--- config.mk ---
export PLATFORM = sky130hd
export DESIGN_NAME = sha256_ctx_seq
export DESIGN_NICKNAME = d
export VERILOG_FILES = /design/src/rtl/sha256_ctx_seq.sv
export SDC_FILE = /design/constraint.sdc
export NUM_CORES = 1
export LEC_CHECK = 0
export CAP_MARGIN = 10
export CORE_MARGIN = 2
export CORE_UTILIZATION = 25
export DETAILED_ROUTE_END_ITERATION = 6
export PLACE_DENSITY_LB_ADDON = 0.08
export SYNTH_ARGS = -nofsm -noshare
export SYNTH_HDL_FRONTEND = slang
export SYNTH_SLANG_ARGS = --single-unit
--- constraint.sdc ---
create_clock -name clk_i -period 2.75 [get_ports clk_i]
set_input_delay 0.55 -clock clk_i [delete_from_list [all_inputs] [get_ports clk_i]]
set_output_delay 0.55 -clock clk_i [all_outputs]
set_load 0.005 [all_outputs]
--- src/rtl/sha256_ctx_seq.sv ---
// Two-context SHA-256 block sequencer: 144 interleaved slots (2 contexts x 72 steps) per pass.
// Optional stall input enabled by defining SHA256_CTX_SEQ_STALL_EN.
module sha256_ctx_seq (
  input  logic       clk_i,
  input  logic       rst_n,
`ifdef SHA256_CTX_SEQ_STALL_EN
  input  logic       stall_i,
`endif
  input  logic       start_i,
  output logic       ready_o,
  output logic       busy_o,
  output logic       glbl_en_o,
  output logic       block2ctx_en_o,
  output logic       s1_ch_rst_o,
  output logic       s0_rst_o,
  output logic       t1_rst_o,
  output logic       d2e_en_o,
  output logic       ctx_sel_o,
  output logic [5:0] kt_addr_o,
  output logic       w_rd_en_o,
  output logic [1:0] done_o
);

  localparam int unsigned K_W  = 8;
  localparam int unsigned R_W  = 7;
  localparam int unsigned KT_W = 6;

  localparam logic [K_W-1:0] K_LAST       = K_W'(143);
  localparam logic [R_W-1:0] R_RND_FIRST  = R_W'(4);
  localparam logic [R_W-1:0] R_SAVE_FIRST = R_W'(68);
  localparam logic [R_W-1:0] R_LAST       = R_W'(71);

  typedef enum logic {
    S_IDLE = 1'b0,
    S_RUN  = 1'b1
  } state_e;

  state_e          state_q, state_d;
  logic [K_W-1:0]  k_q, k_d;
  logic            glbl_en_q, glbl_en_d;
  logic            stall;

  logic            ready_q, ready_d;
  logic            busy_q, busy_d;
  logic            load_q, load_d;
  logic            d2e_en_q, d2e_en_d;
  logic            ctx_sel_q, ctx_sel_d;
  logic [KT_W-1:0] kt_addr_q, kt_addr_d;
  logic            w_rd_en_q, w_rd_en_d;
  logic [1:0]      done_q, done_d;
  logic [R_W-1:0]  r_d;

`ifdef SHA256_CTX_SEQ_STALL_EN
  assign stall = stall_i;
`else
  assign stall = 1'b0;
`endif

  // Sequencing: a stall sampled on an edge freezes the following slot (glbl_en low, k held).
  always_comb begin
    state_d = state_q;
    k_d     = k_q;
    case (state_q)
      S_IDLE: begin
        if (start_i && ready_q) begin
          state_d = S_RUN;
          k_d     = '0;
        end
      end
      S_RUN: begin
        if (glbl_en_q) begin
          if (k_q == K_LAST) begin
            k_d = '0;
            if (!(start_i && ready_q)) begin
              state_d = S_IDLE;
            end
          end else begin
            k_d = k_q + K_W'(1);
          end
        end
      end
      default: begin
        state_d = S_IDLE;
        k_d     = '0;
      end
    endcase
    glbl_en_d = (state_d == S_RUN) && !stall;
  end

  // Slot decode of the next k so every output register matches the slot it is shown with.
  always_comb begin
    ready_d   = 1'b0;
    busy_d    = 1'b0;
    load_d    = 1'b0;
    d2e_en_d  = 1'b0;
    ctx_sel_d = 1'b0;
    kt_addr_d = '0;
    w_rd_en_d = 1'b0;
    done_d    = 2'b00;
    r_d       = k_d[K_W-1:1];
    if (state_d == S_RUN) begin
      busy_d    = 1'b1;
      ready_d   = (k_d == K_LAST) && glbl_en_d;
      ctx_sel_d = k_d[0];
      if (r_d < R_RND_FIRST) begin
        load_d = 1'b1;
      end else if (r_d < R_SAVE_FIRST) begin
        w_rd_en_d = 1'b1;
        kt_addr_d = KT_W'(r_d - R_RND_FIRST);
      end else begin
        d2e_en_d = 1'b1;
      end
      if (glbl_en_d && (r_d == R_LAST)) begin
        done_d = k_d[0] ? 2'b10 : 2'b01;
      end
    end else begin
      ready_d = !stall;
    end
  end

  always_ff @(posedge clk_i or negedge rst_n) begin
    if (!rst_n) begin
      state_q   <= S_IDLE;
      k_q       <= '0;
      glbl_en_q <= 1'b0;
      ready_q   <= 1'b0;
      busy_q    <= 1'b0;
      load_q    <= 1'b0;
      d2e_en_q  <= 1'b0;
      ctx_sel_q <= 1'b0;
      kt_addr_q <= '0;
      w_rd_en_q <= 1'b0;
      done_q    <= 2'b00;
    end else begin
      state_q   <= state_d;
      k_q       <= k_d;
      glbl_en_q <= glbl_en_d;
      ready_q   <= ready_d;
      busy_q    <= busy_d;
      load_q    <= load_d;
      d2e_en_q  <= d2e_en_d;
      ctx_sel_q <= ctx_sel_d;
      kt_addr_q <= kt_addr_d;
      w_rd_en_q <= w_rd_en_d;
      done_q    <= done_d;
    end
  end

  assign ready_o        = ready_q;
  assign busy_o         = busy_q;
  assign glbl_en_o      = glbl_en_q;
  assign block2ctx_en_o = load_q;
  assign s1_ch_rst_o    = load_q;
  assign s0_rst_o       = load_q;
  assign t1_rst_o       = load_q;
  assign d2e_en_o       = d2e_en_q;
  assign ctx_sel_o      = ctx_sel_q;
  assign kt_addr_o      = kt_addr_q;
  assign w_rd_en_o      = w_rd_en_q;
  assign done_o         = done_q;

endmodule

==> results of run 1 <==
## critical path: cells and delay by family (launching register included)
| kind | cells | cell delay (ns) |
|---|---|---|
| AOI/OAI and AO/OA | 2 | 0.73 |
| xor gates and xnor gates | 1 | 0.13 |
| adders and majority gates | 2 | 0.59 |
| DFF | 1 | 0.48 |
| and+or+nand+nor | 1 | 0.22 |
## flip-flops by register name, summed over array words and instances (netlist names)
register,flops
done_o,2
block2ctx_en_o,1
kt_addr_o,6
ctx_sel_o,1
k_q,8
d2e_en_o,1
ready_o,1
busy_o,1
w_rd_en_o,1
## Yosys cell counts (all sizes together), types with 2 or more instances
library cell  count  area share, %
a22oi             2            1.2
and4              2            1.4
nand3             5            2.0
a211oi            5            3.1
inv               8            2.6
nor2b             3            1.5
nand3b            3            1.8
nand2             7            2.1
ha                3            3.1
nand4             5            3.8
a21oi             5            2.0
nor3              4            1.6
nor2              3           0.92
a31oi             3            1.5
buf              10            5.4
and3              3            1.9
o21a              2            1.3
dfrtp            22             45
o31ai             2            2.3
o21ai             5            2.3
## cell families after synthesis
group	synth area share (%)
AO/OA/AOI/OAI	21.1
XOR/XNOR	1.43
adder cells (fa/ha/maj)	3.06
buffers and inverters	8.35
flip-flops	44.8
multiplexers	0.815
AND/OR/NAND/NOR	20.5
## final cells by class
cell class / count / share of cell area [%]
multi-input combinational: 79 / 37.9
sequential: 22 / 36.2
timing repair buffer: 23 / 14.7
tap: 67 / 5.51
clock buffer: 4 / 3.62
inverter: 8 / 2.14
## stage by stage
stage | instance area (um^2) | worst slack, ns | std cells | total power (uW) | utilization (%)
after floorplan | 1230 | 0.792 | 120 | 330 | -
after global placement | 1470 | 0.302 | 199 | 340 | 31.0
after detailed placement | 1470 | 0.285 | 199 | 340 | 31.0
after CTS | 1520 | 0.505 | 203 | 575 | 32.2
after global routing | 1520 | 0.304 | 203 | 585 | 32.2
final | 1520 | 0.509 | 203 | 558 | 32.2
## worst min path at each step
| stage | endpoint | cells past startpoint | slack, ns |
|---|---|---|---|
| detailed placement | ctx_sel_o | 2 | 0.61 |
| finish | ctx_sel_o | 2 | 0.62 |
| global placement | ctx_sel_o | 2 | 0.62 |
| floorplan | block2ctx_en_o | 0 | 0.25 |
| CTS | ctx_sel_o | 2 | 0.62 |
| global route | k_q[6] | 1 | 0.66 |
## routing by layer
metal | vias to the layer above | track usage, %
li1 | 474 | -
met1 | 453 | 15.1
met2 | 34 | 18.4
met3 | 2 | 3.39
met4 | 0 | 1.21
met5 | - | 0
## where the power goes
part / total, uW / internal (uW) / switching, uW
registers: 323 / 323 / 0
logic: 10.0 / 3.42 / 6.62
clock network: 225 / 127 / 97.2
==> results.md, run 1 <==
* Total track usage at 11.2%
* H-tree Lvls at 1
* Site Rows at 25
* Port Buf Inserts at 20
* Global-route wire length before repair at between 4000 and 5000 um
* CP Capture Type: flop
* Mapped Area at 1230 um^2
* Crit Reg-Reg Startpoint: k_q[1]
* Skew-Pair Late Insertion Delay at 0.25 ns
* # IOs at 21
* Dpl hpwl at 2100 um
* Share of cells above drive strength 1 at 14.0%
* Clock transition at path regs at 0.07 ns
* Setup bufs post-CTS at 0
* Clk buf depth at 2
* Area of the multi-input gates at 576 um^2
* Commonest non-fill, non-tap cell in the layout: dfrtp_1
* CP max FO at 8
* Drt total wl at 2810 um
* Diode count at 0
* Final Max Tran Viols at 0
* Slew headroom at 62.9%
* Number of hold violations in the final report at 0
* TNS Setup at 0 ns
* Register Area at 551 um^2
* Die Span Y at 74.1 um
* GPL Wtd Cong at 0.826
* Synth Warn # at 0
* Die X at 74.1 um
* Met2 routed WL at approximately 1300 um
* Post_cts resized at 0
* Mapped Nets at ~130
* Top layer reached by signal wires: met4
* Async SR Flop Fraction at 100%
* R2R Path End: kt_addr_o[4]
* CP Capture Point: kt_addr_o[4]
* Static leakage at 0.000563 uW
* Via-to-Cell Ratio at 4.74
* Worst path required time at 2.92 ns
* EDFF count, synth at 0
* Hold slack at 0.621 ns
* Final setup fails at 0
* RSZ-0062 raised after global routing: false
* Library cells used by synthesis at 47
* Placeable Area at approximately 4700 um^2
* Arrival time at the worst endpoint at 2.41 ns
* Syn Inst Count at 120
* CP startpoint kind: flop
* Fillers at 483
* Final antenna-violating net count at 0
* PwrDens at 367 nW/um^2
* Peak VDD IR at around 0.24 mV
* Worst Setup SP: k_q[1]
* # DRC at 0
* Reg2Reg Depth at 6
* Most used DFF post-synth: dfrtp_1
* Via count at 963
* Met1 WL at around 1300 um
* Most frequent cell on the critical path: ha_1
* Initial antenna violation count at 0
* Initial Util at 26.0%
* Hold wc startpoint: k_q[0]
* Clock Tree Root: clkbuf_8
* Crit path largest cell delay at 0.52 ns
* Register-to-register setup slack at 0.51 ns
* First-pass DRT Iterations at 4
* Syn_area_per_cell at 10.2 um^2
* Die area at 5490 um^2
* Final #Nets at 143
* Detailed-route wire length per cell at 13.9 um
* Hold-fix buffers, CTS at 0
* Largest net degree at the start of global routing at 23
* Slew @ Worst Pin at 0.557 ns
* Clock skew at 0.00107 ns
* MaxCap Viol Count at 0
* Metal3 WL at 159 um
* Seq/Total Area, Yosys at between 40% and 50%
* Initial DRC Count at between 40 and 50
* Hold Path Class: flop to flop
* Final Cycle Share at roughly 81%
* Clk sinks at 22
* Slowest cell on the critical path: o32a_2
* Area growth from synthesis to layout at 23.7%
* Achievable clock frequency at 446 MHz
* Total grt overflow at 0
* TritonCTS clock tree: done
* Num CTS Buffers at 3
* Outcome: completed
* Crit path time final at approximately 2.2 ns
* Most frequent cells in the layout: 22 x dfrtp_1, 20 x clkdlybuf4s50_1, 7 x nand2_1
* Yosys reg bits at 22
* Number of global-route vias before repair at 925
* CP Class: flop to flop
* Worst path cell trace: ha_1 -> nand3_1 -> o32a_2 -> ha_1 -> xnor2_1 -> a211oi_1
(Power assumes the default switching activity.)
==> run 2, diff against run 1 <==
==> constraint.sdc (replaced) <==
create_clock -name clk_i -period 2.05 [get_ports clk_i]
set_input_delay 0.41 -clock clk_i [delete_from_list [all_inputs] [get_ports clk_i]]
set_output_delay 0.41 -clock clk_i [all_outputs]
set_load 0.005 [all_outputs]
==> run 2 against run 1 <==
Compared with the run above:
- non-clock buffer count grew 16
- clock skew rose by 0.0012 ns
- first-iteration DRC count fell by 21%
- final cell count rose by 7.9%
- design area grew 9.8%
- global-route usage grew 0.82 points
- power grew 52%
==> results.md, run 2 (same netlist as run 1, synthesis figures left out) <==
* Clk sinks at 22 (unchanged)
* CP Class: flop to flop
* # IOs at 21 (unchanged)
* Drt total wl at 3050 um (+8.4%)
* Die area at 5490 um^2 (unchanged)
* Skew-Pair Late Insertion Delay at 0.26 ns (about the same)
* Achievable clock frequency at 497 MHz (+11%)
* Port Buf Inserts at 20 (unchanged)
* Final Cycle Share at 98.1% (+17 points)
* Biggest register: k_q
* Max reg flops at 8 (unchanged)
* Initial antenna violation count at 0 (unchanged)
* Via-to-Cell Ratio at 4.74 (about the same)
* TritonCTS clock tree: done
* # DRC at 0 (unchanged)
* Setup bufs post-CTS at 0 (unchanged)
* Hold-fix buffers, CTS at 0 (unchanged)
* H-tree Lvls at 1 (unchanged)
* Global-route wire length before repair at 4950 um (+6.4%)
* Hold Path Class: input pin to asynchronous set/reset pin
* Clk buf depth at 2 (unchanged)
* Crit path time final at 2.01 ns (-0.229 ns)
* Die Span Y at 74.1 um (unchanged)
* Clock skew at 0.00225 ns (+0.00118 ns)
* Arrival time at the worst endpoint at 2.15 ns (-0.26 ns)
* CP Capture Type: flop
* DP Area at 1590 um^2 (+8.2%)
* Total grt overflow at 0 (unchanged)
* Final setup fails at 0 (unchanged)
* First-pass DRT Iterations at 4 (unchanged)
* Number of hold violations in the final report at 0 (unchanged)
* Number of global-route vias before repair at 992 (+7.2%)
* PwrDens at 509 nW/um^2 (+39%)
* Site Rows at 25 (unchanged)
* Most frequent cells in the layout: 22 x dfrtp_1, 20 x clkdlybuf4s50_1, 19 x buf_4
* Slew @ Worst Pin at 0.415 ns (-0.142 ns)
* Initial Util at 26.0% (unchanged)
* Final antenna-violating net count at 0 (unchanged)
* CP max FO at 6 (-2)
* Detailed-route wire length per cell at 13.9 um (+0.50%)
* Worst path required time at 2.19 ns (-0.73 ns)
* Slowest cell on the critical path: or4b_4
* GPL Wtd Cong at 0.834 (+0.97%)
* Commonest non-fill, non-tap cell in the layout: dfrtp_1
* Design Area, Final at 1670 um^2 (+9.8%)
* Final Max Tran Viols at 0 (unchanged)
* Initial DRC Count at 33 (-21%)
* Clock transition at path regs at 0.08 ns (about the same)
* Worst path cell trace: or4b_4 -> o2111ai_2 -> and3_4 -> inv_4 -> o31ai_4 -> a211oi_1
* MaxCap Viol Count at 0 (unchanged)
* Final #Nets at 159 (+11%)
* Clock Tree Root: clkbuf_8
* RSZ-0062 raised after global routing: true
* Total track usage at 12.0% (+0.82 points)
* Dpl hpwl at 2370 um (+13%)
* Area growth from synthesis to layout at 35.8%
* Slew headroom at 72.3% (+9.5 points)
* Outcome: completed
* Diode count at 0 (unchanged)
* Crit path largest cell delay at 0.56 ns (+0.04 ns)
* Pwr Total at 850 uW (+52%)
* Peak VDD IR at 0.294 mV (+23%)
* Share of cells above drive strength 1 at 25.0% (+11 points)
* Die X at 74.1 um (unchanged)
* Static leakage at 0.000644 uW (+14%)
* Largest net degree at the start of global routing at 23 (unchanged)
* Via count at 1039 (+7.9%)
* Placeable Area at 4720 um^2 (unchanged)
* CP startpoint kind: flop
* Num CTS Buffers at 3 (unchanged)
-- run 2: through the flow --
| stage | instances | hold WS (ns) | setup TNS [ns] | utilization (%) | setup slack, ns |
|---|---|---|---|---|---|
| final | 219 | 0.496 | 0 | 35.3 | 0.0386 |
| after global routing | 219 | 0.514 | -0.217 | 35.3 | -0.0615 |
| after CTS | 219 | 0.504 | 0 | 35.1 | 0.0263 |
| after detailed placement | 215 | 0.613 | -0.140 | 33.6 | -0.0473 |
| after global placement | 215 | 0.604 | -0.199 | 33.6 | -0.0620 |
| after floorplan | 120 | 0.114 | 0 | - | 0.0917 |
-- run 2: timing repair --
action                     in CTS  in global routing
hold endpoints to repair        0                  0
setup endpoints to repair       0                  9
gates resized for setup         0                  3
-- run 2: critical path, delay by kind of cell (launching register included) --
family | cells | cell delay (ns)
AND/OR/NAND/NOR | 2 | 0.82
AO/OA/AOI/OAI | 3 | 0.62
flip-flops | 1 | 0.39
buffers and inverters | 1 | 0.07
-- run 2: report_power, final --
| part | total (uW) | switching, uW | leakage [uW] | internal (uW) |
|---|---|---|---|---|
| logic | 13.6 | 9.01 | 0.000346 | 4.60 |
| registers | 433 | 0 | 0.000262 | 433 |
| clock network | 403 | 142 | 0.0000357 | 261 |
-- run 2: layer usage --
| metal | vias up | GRT usage [%] | routed length (um) |
|---|---|---|---|
| met1 | 496 | 15.9 | 1410 |
| met2 | 37 | 20.1 | 1480 |
| li1 | 504 | - | - |
| met4 | 0 | 1.62 | 10 |
| met5 | - | 0 | 0 |
| met3 | 2 | 3.39 | 153 |
-- run 2: layout make-up --
class	instances	area (um^2)
fillers	501	3050
multi-input cells	79	588
flip-flops and latches	22	551
repair buffers	39	343
well taps	67	83.8
clock buffers	3	41.3
inverters	8	32.5
clock inverters	1	30.0
-- run 2: path summary, 6_finish.rpt --
kind / depth (start not counted) / slack [ns] / end / start
worst min-delay path: 2 / 0.50 / block2ctx_en_o / rst_n
max in group asynchronous: 2 / 1.33 / k_q[3] / rst_n
worst max register to register: 6 / 0.04 / kt_addr_o[0] / k_q[4]
worst max-delay path: 6 / 0.04 / kt_addr_o[0] / k_q[4]
min in group clk_i: 2 / 0.63 / done_o[1] / k_q[0]
worst min register to register: 2 / 0.63 / done_o[1] / k_q[0]
